File: src/rtl/keypad_scanner_pkg.sv
// Shared types and constants for the 4x4 keypad scanner: state encoding,
// matrix geometry and the latched-hit record.
package keypad_pkg;
  localparam int KP_ROWS = 4;
  localparam int KP_COLS = 4;
  localparam int KEY_W   = 4;

  typedef enum logic [1:0] {SCAN, CHECK, DEBOUNCE, HELD} kp_state_e;

  typedef struct packed {
    logic [1:0]         row;
    logic [1:0]         col;
    logic [KP_COLS-1:0] pat;
  } kp_hit_t;

  // Lowest-indexed active (low) column; caller guarantees at least one is low.
  function automatic logic [1:0] low_col(input logic [KP_COLS-1:0] cols);
    low_col = 2'd0;
    for (int i = KP_COLS - 1; i >= 0; i--)
      if (!cols[i]) low_col = 2'(i);
  endfunction
endpackage

File: src/rtl/keypad_scanner_if.sv
// Keypad matrix pins plus the press-event outputs; master = scanner side.
interface keypad_scanner_if;
  import keypad_pkg::*;
  logic [KP_COLS-1:0]         col_n;
  logic [KP_ROWS-1:0]         row_n;
  logic [KP_ROWS*KP_COLS-1:0] key_pulse;
  logic [KEY_W-1:0]           key_code;
  logic                       key_held;

  modport master(input col_n, output row_n, key_pulse, key_code, key_held);
  modport slave (output col_n, input row_n, key_pulse, key_code, key_held);
endinterface

File: src/rtl/keypad_scanner_sync_2ff.sv
// Parameterised-width two-flop synchroniser; resets to all ones (idle
// level of a pulled-up, active-low input).
module sync_2ff #(
  parameter int W = 1
) (
  input  logic         clk,
  input  logic         rst_n,
  input  logic [W-1:0] d,
  output logic [W-1:0] q
);
  logic [W-1:0] s1_q, s2_q;

  always_ff @(posedge clk or negedge rst_n) begin
    if (!rst_n) begin
      s1_q <= '1;
      s2_q <= '1;
    end else begin
      s1_q <= d;
      s2_q <= s1_q;
    end
  end

  assign q = s2_q;
endmodule

File: src/rtl/keypad_scanner.sv
// 4x4 active-low keypad scanner with press/release debounce and a one-cycle
// one-hot press strobe. Define KEYPAD_REPEAT_EN to add auto-repeat while held.
module keypad_scanner
  import keypad_pkg::*;
#(
  parameter int SETTLE_CYCLES   = 64,
  parameter int DEBOUNCE_CYCLES = 500000,
  parameter int REPEAT_DELAY    = 25000000,
  parameter int REPEAT_PERIOD   = 5000000
) (
  input logic              clk,
  input logic              rst_n,
  keypad_scanner_if.master kp
);
  localparam int CNT_MAX = (SETTLE_CYCLES > DEBOUNCE_CYCLES) ? SETTLE_CYCLES : DEBOUNCE_CYCLES;
  localparam int CW      = $clog2(CNT_MAX + 1);
  localparam logic [CW-1:0] SETTLE_LAST = CW'(SETTLE_CYCLES - 1);
  localparam logic [CW-1:0] DEB_LAST    = CW'(DEBOUNCE_CYCLES - 1);

  logic [KP_COLS-1:0]         cols;
  kp_state_e                  state_q, state_d;
  logic [1:0]                 row_q, row_d;
  logic [KP_ROWS-1:0]         row_n_q, row_n_d;
  logic [CW-1:0]              cnt_q, cnt_d, cnt_inc;
  kp_hit_t                    hit_q, hit_d;
  logic [KP_ROWS*KP_COLS-1:0] key_pulse_q, key_pulse_d;
  logic [KEY_W-1:0]           key_code_q, key_code_d;
  logic                       key_held_q, key_held_d;

  sync_2ff #(.W(KP_COLS)) u_sync (.clk(clk), .rst_n(rst_n), .d(kp.col_n), .q(cols));

  assign cnt_inc = (&cnt_q) ? cnt_q : cnt_q + CW'(1);

`ifdef KEYPAD_REPEAT_EN
  localparam int RMAX = (REPEAT_DELAY > REPEAT_PERIOD) ? REPEAT_DELAY : REPEAT_PERIOD;
  localparam int RW   = $clog2(RMAX + 1);
  logic [RW-1:0] rpt_q, rpt_d, rpt_last;
  logic          first_q, first_d;

  assign rpt_last = first_q ? RW'(REPEAT_DELAY - 1) : RW'(REPEAT_PERIOD - 1);
`else
  logic unused_rpt;
  assign unused_rpt = ^{REPEAT_DELAY, REPEAT_PERIOD};
`endif

  always_comb begin
    state_d     = state_q;
    row_d       = row_q;
    cnt_d       = cnt_q;
    hit_d       = hit_q;
    key_pulse_d = '0;
    key_code_d  = key_code_q;
    key_held_d  = key_held_q;
`ifdef KEYPAD_REPEAT_EN
    rpt_d       = rpt_q;
    first_d     = first_q;
`endif
    case (state_q)
      SCAN: begin
        if (cnt_q == SETTLE_LAST) begin
          cnt_d   = '0;
          state_d = CHECK;
        end else begin
          cnt_d = cnt_inc;
        end
      end
      CHECK: begin
        cnt_d = '0;
        if (cols != '1) begin
          hit_d.row = row_q;
          hit_d.col = low_col(cols);
          hit_d.pat = cols;
          state_d   = DEBOUNCE;
        end else begin
          row_d   = row_q + 2'd1;
          state_d = SCAN;
        end
      end
      DEBOUNCE: begin
        // Any change in the pattern, including an extra key, starts over.
        if (cols != hit_q.pat) begin
          cnt_d   = '0;
          state_d = SCAN;
        end else if (cnt_q == DEB_LAST) begin
          cnt_d                               = '0;
          key_pulse_d[{hit_q.row, hit_q.col}] = 1'b1;
          key_code_d                          = {hit_q.row, hit_q.col};
          key_held_d                          = 1'b1;
          state_d                             = HELD;
`ifdef KEYPAD_REPEAT_EN
          rpt_d   = '0;
          first_d = 1'b1;
`endif
        end else begin
          cnt_d = cnt_inc;
        end
      end
      HELD: begin
        if (cols != '1) begin
          cnt_d = '0;
        end else if (cnt_q == DEB_LAST) begin
          cnt_d      = '0;
          key_held_d = 1'b0;
          row_d      = row_q + 2'd1;
          state_d    = SCAN;
        end else begin
          cnt_d = cnt_inc;
        end
`ifdef KEYPAD_REPEAT_EN
        // Repeat timer free-runs in HELD; a tick only strobes while something is down.
        if (rpt_q == rpt_last) begin
          rpt_d   = '0;
          first_d = 1'b0;
          if (cols != '1) key_pulse_d[{hit_q.row, hit_q.col}] = 1'b1;
        end else begin
          rpt_d = rpt_q + RW'(1);
        end
`endif
      end
      default: state_d = SCAN;
    endcase
    row_n_d = ~(KP_ROWS'(1) << row_d);
  end

  always_ff @(posedge clk or negedge rst_n) begin
    if (!rst_n) begin
      state_q     <= SCAN;
      row_q       <= 2'd0;
      row_n_q     <= 4'b1110;
      cnt_q       <= '0;
      hit_q       <= '0;
      key_pulse_q <= '0;
      key_code_q  <= '0;
      key_held_q  <= 1'b0;
`ifdef KEYPAD_REPEAT_EN
      rpt_q       <= '0;
      first_q     <= 1'b1;
`endif
    end else begin
      state_q     <= state_d;
      row_q       <= row_d;
      row_n_q     <= row_n_d;
      cnt_q       <= cnt_d;
      hit_q       <= hit_d;
      key_pulse_q <= key_pulse_d;
      key_code_q  <= key_code_d;
      key_held_q  <= key_held_d;
`ifdef KEYPAD_REPEAT_EN
      rpt_q       <= rpt_d;
      first_q     <= first_d;
`endif
    end
  end

  assign kp.row_n     = row_n_q;
  assign kp.key_pulse = key_pulse_q;
  assign kp.key_code  = key_code_q;
  assign kp.key_held  = key_held_q;
endmodule

File: src/flat_wrapper.sv
// flat-port wrapper written by rule: the top's interface ports become plain ports
module keypad_scanner_flat import keypad_pkg::*;
#(
  parameter int SETTLE_CYCLES   = 64,
  parameter int DEBOUNCE_CYCLES = 500000,
  parameter int REPEAT_DELAY    = 25000000,
  parameter int REPEAT_PERIOD   = 5000000
)
  (clk, rst_n, kp_col_n, kp_row_n, kp_key_pulse, kp_key_code, kp_key_held);
  keypad_scanner_if kp_i ();
  input logic clk;
  input logic rst_n;
  input wire logic [$bits(kp_i.col_n)-1:0] kp_col_n;
  output wire logic [$bits(kp_i.row_n)-1:0] kp_row_n;
  output wire logic [$bits(kp_i.key_pulse)-1:0] kp_key_pulse;
  output wire logic [$bits(kp_i.key_code)-1:0] kp_key_code;
  output wire logic [$bits(kp_i.key_held)-1:0] kp_key_held;
  assign kp_i.col_n = kp_col_n;
  assign kp_row_n = kp_i.row_n;
  assign kp_key_pulse = kp_i.key_pulse;
  assign kp_key_code = kp_i.key_code;
  assign kp_key_held = kp_i.key_held;
  keypad_scanner #(.SETTLE_CYCLES(SETTLE_CYCLES), .DEBOUNCE_CYCLES(DEBOUNCE_CYCLES), .REPEAT_DELAY(REPEAT_DELAY), .REPEAT_PERIOD(REPEAT_PERIOD)) u_core (.clk(clk), .rst_n(rst_n), .kp(kp_i));
endmodule
File: config.mk
export PLATFORM = sky130hd
export DESIGN_NAME = keypad_scanner_flat
export DESIGN_NICKNAME = d
export VERILOG_FILES = /design/src/rtl/keypad_scanner_pkg.sv /design/src/rtl/keypad_scanner_if.sv /design/src/rtl/keypad_scanner_sync_2ff.sv /design/src/rtl/keypad_scanner.sv /design/src/flat_wrapper.sv
export SDC_FILE = /design/constraint.sdc
export NUM_CORES = 1
export LEC_CHECK = 0
export ABC_AREA = 1
export CAP_MARGIN = 20
export CORE_AREA = 8 8 110 112
export CTS_CLUSTER_SIZE = 12
export DETAILED_ROUTE_END_ITERATION = 8
export DIE_AREA = 0 0 118 120
export RECOVER_POWER = 25
export SLEW_MARGIN = 10
export SYNTH_ARGS = -nofsm -noshare
export SYNTH_HDL_FRONTEND = slang
export SYNTH_SLANG_ARGS = --single-unit
File: constraint.sdc
create_clock -name clk -period 1.8 [get_ports clk]
set_clock_uncertainty 0.2 [all_clocks]
set_input_delay 0.18 -clock clk [delete_from_list [all_inputs] [get_ports clk]]
set_output_delay 0.18 -clock clk [all_outputs]
set_load 0.05 [all_outputs]
==> results_dict.tcl <==
set metrics [dict create \
    fin_tns_setup_ns -0.324 \
    worstMarginPinSlew_ns 0.530 \
    slew_viol_final 0 \
    finalWorstSetupSlack_ns -0.0530 \
    hold_class "reg2reg" \
    post-route-min-period_ns 1.85 \
    num_rows 38 \
    end_kind "flop" \
    synth.area.top_cells "dfrtp_1 44%, nand2_1 11%, dfstp_2 9.5%" \
    synth-seq-cells 64 \
    total_power_mw 2.77 \
    period_share_pct 103 \
    synthCells 362 \
    final_common_cell "nand2_1" \
    grt_pass1_wl_mm 11.7 \
    synth_edf_count 0 \
    dpl.hpwl_mm 4.93 \
    drc 0 \
    initial_utilization_pct 28.8 \
    drtIter0Drc 128 \
    worstHoldStart "u_core.u_sync.s1_q[2]" \
    crit_buf_inv 3 \
    root_buffer "clkbuf_8" \
    critPathRequiredTime_ns 1.83 \
    synth.largest_area_cell "dfrtp_1" \
    synth_flop_cell "dfrtp_1" \
    antenna_found_initial 0 \
    dr_total_vias 2534 \
    via_per_inst 4.28 \
    seq_area_frac_synth_pct 53.3 \
    grt_max_degree 23 \
    netlist_area_sq_um 3030 \
    core-area_sq_um 10500 \
    r2r-start "u_core.u_sync.q[2]" \
    nets 454 \
    p_per_area_nw_per_um2 656 \
    async_flop_share_pct 100 \
    fin_area_sq_um 4220 \
    rsz0062_at_grt "true" \
    place_congestion 0.817 \
    antennaDiodeCount 0 \
    clock_latency_ns 0.34 \
    arrival_ns 1.89 \
    grt.overflow.total 0 \
    p_leak_nw 2.12 \
    path_clk_slew_ns 0.08 \
    antenna_left 0 \
    cpMostUsedCell "nor2_4" \
    crit_family "simple AND/OR/NAND/NOR gates" \
    regArea_sq_um 1620 \
    cp_max_fo 5 \
    postPlaceCellArea_sq_um 3630 \
    avgSynthCellArea_sq_um 8.36 \
    setup_viol 9 \
    clock_sinks 64 \
    cts_tree "done" \
    wl_per_cell_um 12.0 \
    drive_gt1_share_pct 38.9 \
    track_usage_pct 10.2 \
    cts_buffers 9 \
    worst_hold_slack_ns 0.154 \
    ir_drop_mv 0.311 \
    synth_top_area_share_pct 43.8 \
    cts_buffer_depth 2 \
    drt_pass1_iterations 4 \
    ios 31 \
    multi_input_area_sq_um 1420 \
    drt-total-wl_mm 7.08 \
    worstSetupStartpointType "flop" \
    die_h_um 120 \
    critPathLaunch "u_core.u_sync.q[2]" \
    die_w_um 118 \
    path_cells "inv_2, nand2_1, nand2_2, nor2_4, nand3b_4, nor2_8, inv_4, nor2_4, buf_4, nor2_1" \
    syn_to_final_growth_pct 39.5 \
    cts.htree.levels 3 \
    yosysWarnings 0 \
    hold_violations 0 \
    path_class "reg2reg" \
    grt_pass1_vias 2513 \
    die-area_sq_um 14200 \
    fmax_ghz 0.540 \
    fillCellCount 1024 \
    portBuffers 30 \
    outcome "finished, violations left" \
    slowest_stage "dfstp_2" \
    max_slew_margin_pct 64.6 \
    synth.distinct_cells 32 \
    slowest_delay_ns 0.57 \
    syn_nets 369 \
    maxCapViolations 0 \
    mostFrequentLayoutCells "76 x nand2_1, 64 x buf_4, 57 x nor2_1" \
    violations "negative setup slack" \
]
-- where the power goes --
group          switching, mW  internal, mW
logic                 0.0436        0.0291
clock network          0.588         0.650
registers            0.00485          1.45
total                  0.636          2.13
-- worst paths after layout --
kind	to	slack [ns]	cells past startpoint
max	u_core.kp.key_code[3]	-0.05	10
min	u_core.u_sync.q[2]	0.15	0
max reg2reg	u_core.kp.key_code[3]	-0.05	10
min reg2reg	u_core.u_sync.q[2]	0.15	0
max in group asynchronous	u_core.kp.key_held	0.55	3
min in group asynchronous	u_core.state_q[0]	0.19	2
-- layout make-up --
cell class / instances / share of cell area [%]
inverters: 52 / 4.68
clock buffers: 9 / 2.93
well taps: 140 / 4.15
flip-flops and latches: 64 / 38.3
multi-input cells: 246 / 33.7
clock inverters: 7 / 1.90
repair buffers: 74 / 14.4
-- metrics by stage --
stage / setup slack [ns] / utilization, % / cells
floorplan: 0.0202 / - / 362
global placement: -0.0572 / 34.6 / 554
detailed placement: -0.0789 / 34.6 / 554
CTS: -0.0625 / 37.6 / 578
global route: -0.146 / 40.2 / 592
finish: -0.0530 / 40.2 / 592
-- routing by layer --
layer / global-route usage [%] / up-vias / share of wire, %
met5: 0 / - / 0
li1: - / 1296 / -
met4: 5.28 / 0 / 1.9
met2: 16.5 / 39 / 49
met3: 3.01 / 8 / 4.2
met1: 12.2 / 1191 / 45
-- repair_timing --
action | 4_1_cts | 5_1_grt
gates cloned | 3 | 0
hold endpoints to repair | 26 | 0
pin swaps | 13 | 17
setup endpoints to repair | 36 | 47
hold buffers | 1 | 0
resized for setup | 12 | 51
setup buffers | 4 | 14
-- worst reg2reg max path, cell delays in order (launching register included) --
cell	delay, ns
dfstp_2	0.57
inv_2	0.05
nand2_1	0.07
nand2_2	0.07
nor2_4	0.12
nand3b_4	0.15
nor2_8	0.15
inv_4	0.05
nor2_4	0.16
buf_4	0.14
nor2_1	0.03
-- Yosys cell counts (all sizes together), types with 2 or more instances --
library cell  count
nor3              8
buf               2
xor2              3
nand4             4
nand3b            3
nand2            96
o21ai            11
nand3            27
inv              52
a21oi             5
dfstp            11
nor2             80
dfrtp            53
-- flip-flops by register name (all words and copies together) (netlist names) --
register / cells
u_core.u_sync.s1_q: 4
u_core.state_q: 2
u_core.kp.key_held: 1
u_core.kp.key_pulse: 16
u_core.row_q: 2
u_core.u_sync.q: 4
u_core.hit_q: 8
u_core.cnt_q: 19
u_core.kp.row_n: 4
u_core.kp.key_code: 4
-- cells by family (layout without fill, tap and decap cells) --
| group | count (synthesis) | after routing | synth area share [%] |
|---|---|---|---|
| AO/OA/AOI/OAI | 18 | 18 | 3.06 |
| XOR/XNOR | 3 | 3 | 0.868 |
| adder cells (fa/ha/maj) | 1 | 1 | 0.413 |
| buffers and inverters | 55 | 142 | 7.40 |
| flip-flops | 64 | 64 | 53.3 |
| AND/OR/NAND/NOR | 221 | 224 | 34.9 |
Note: power is estimated with default switching activity, not from simulation.
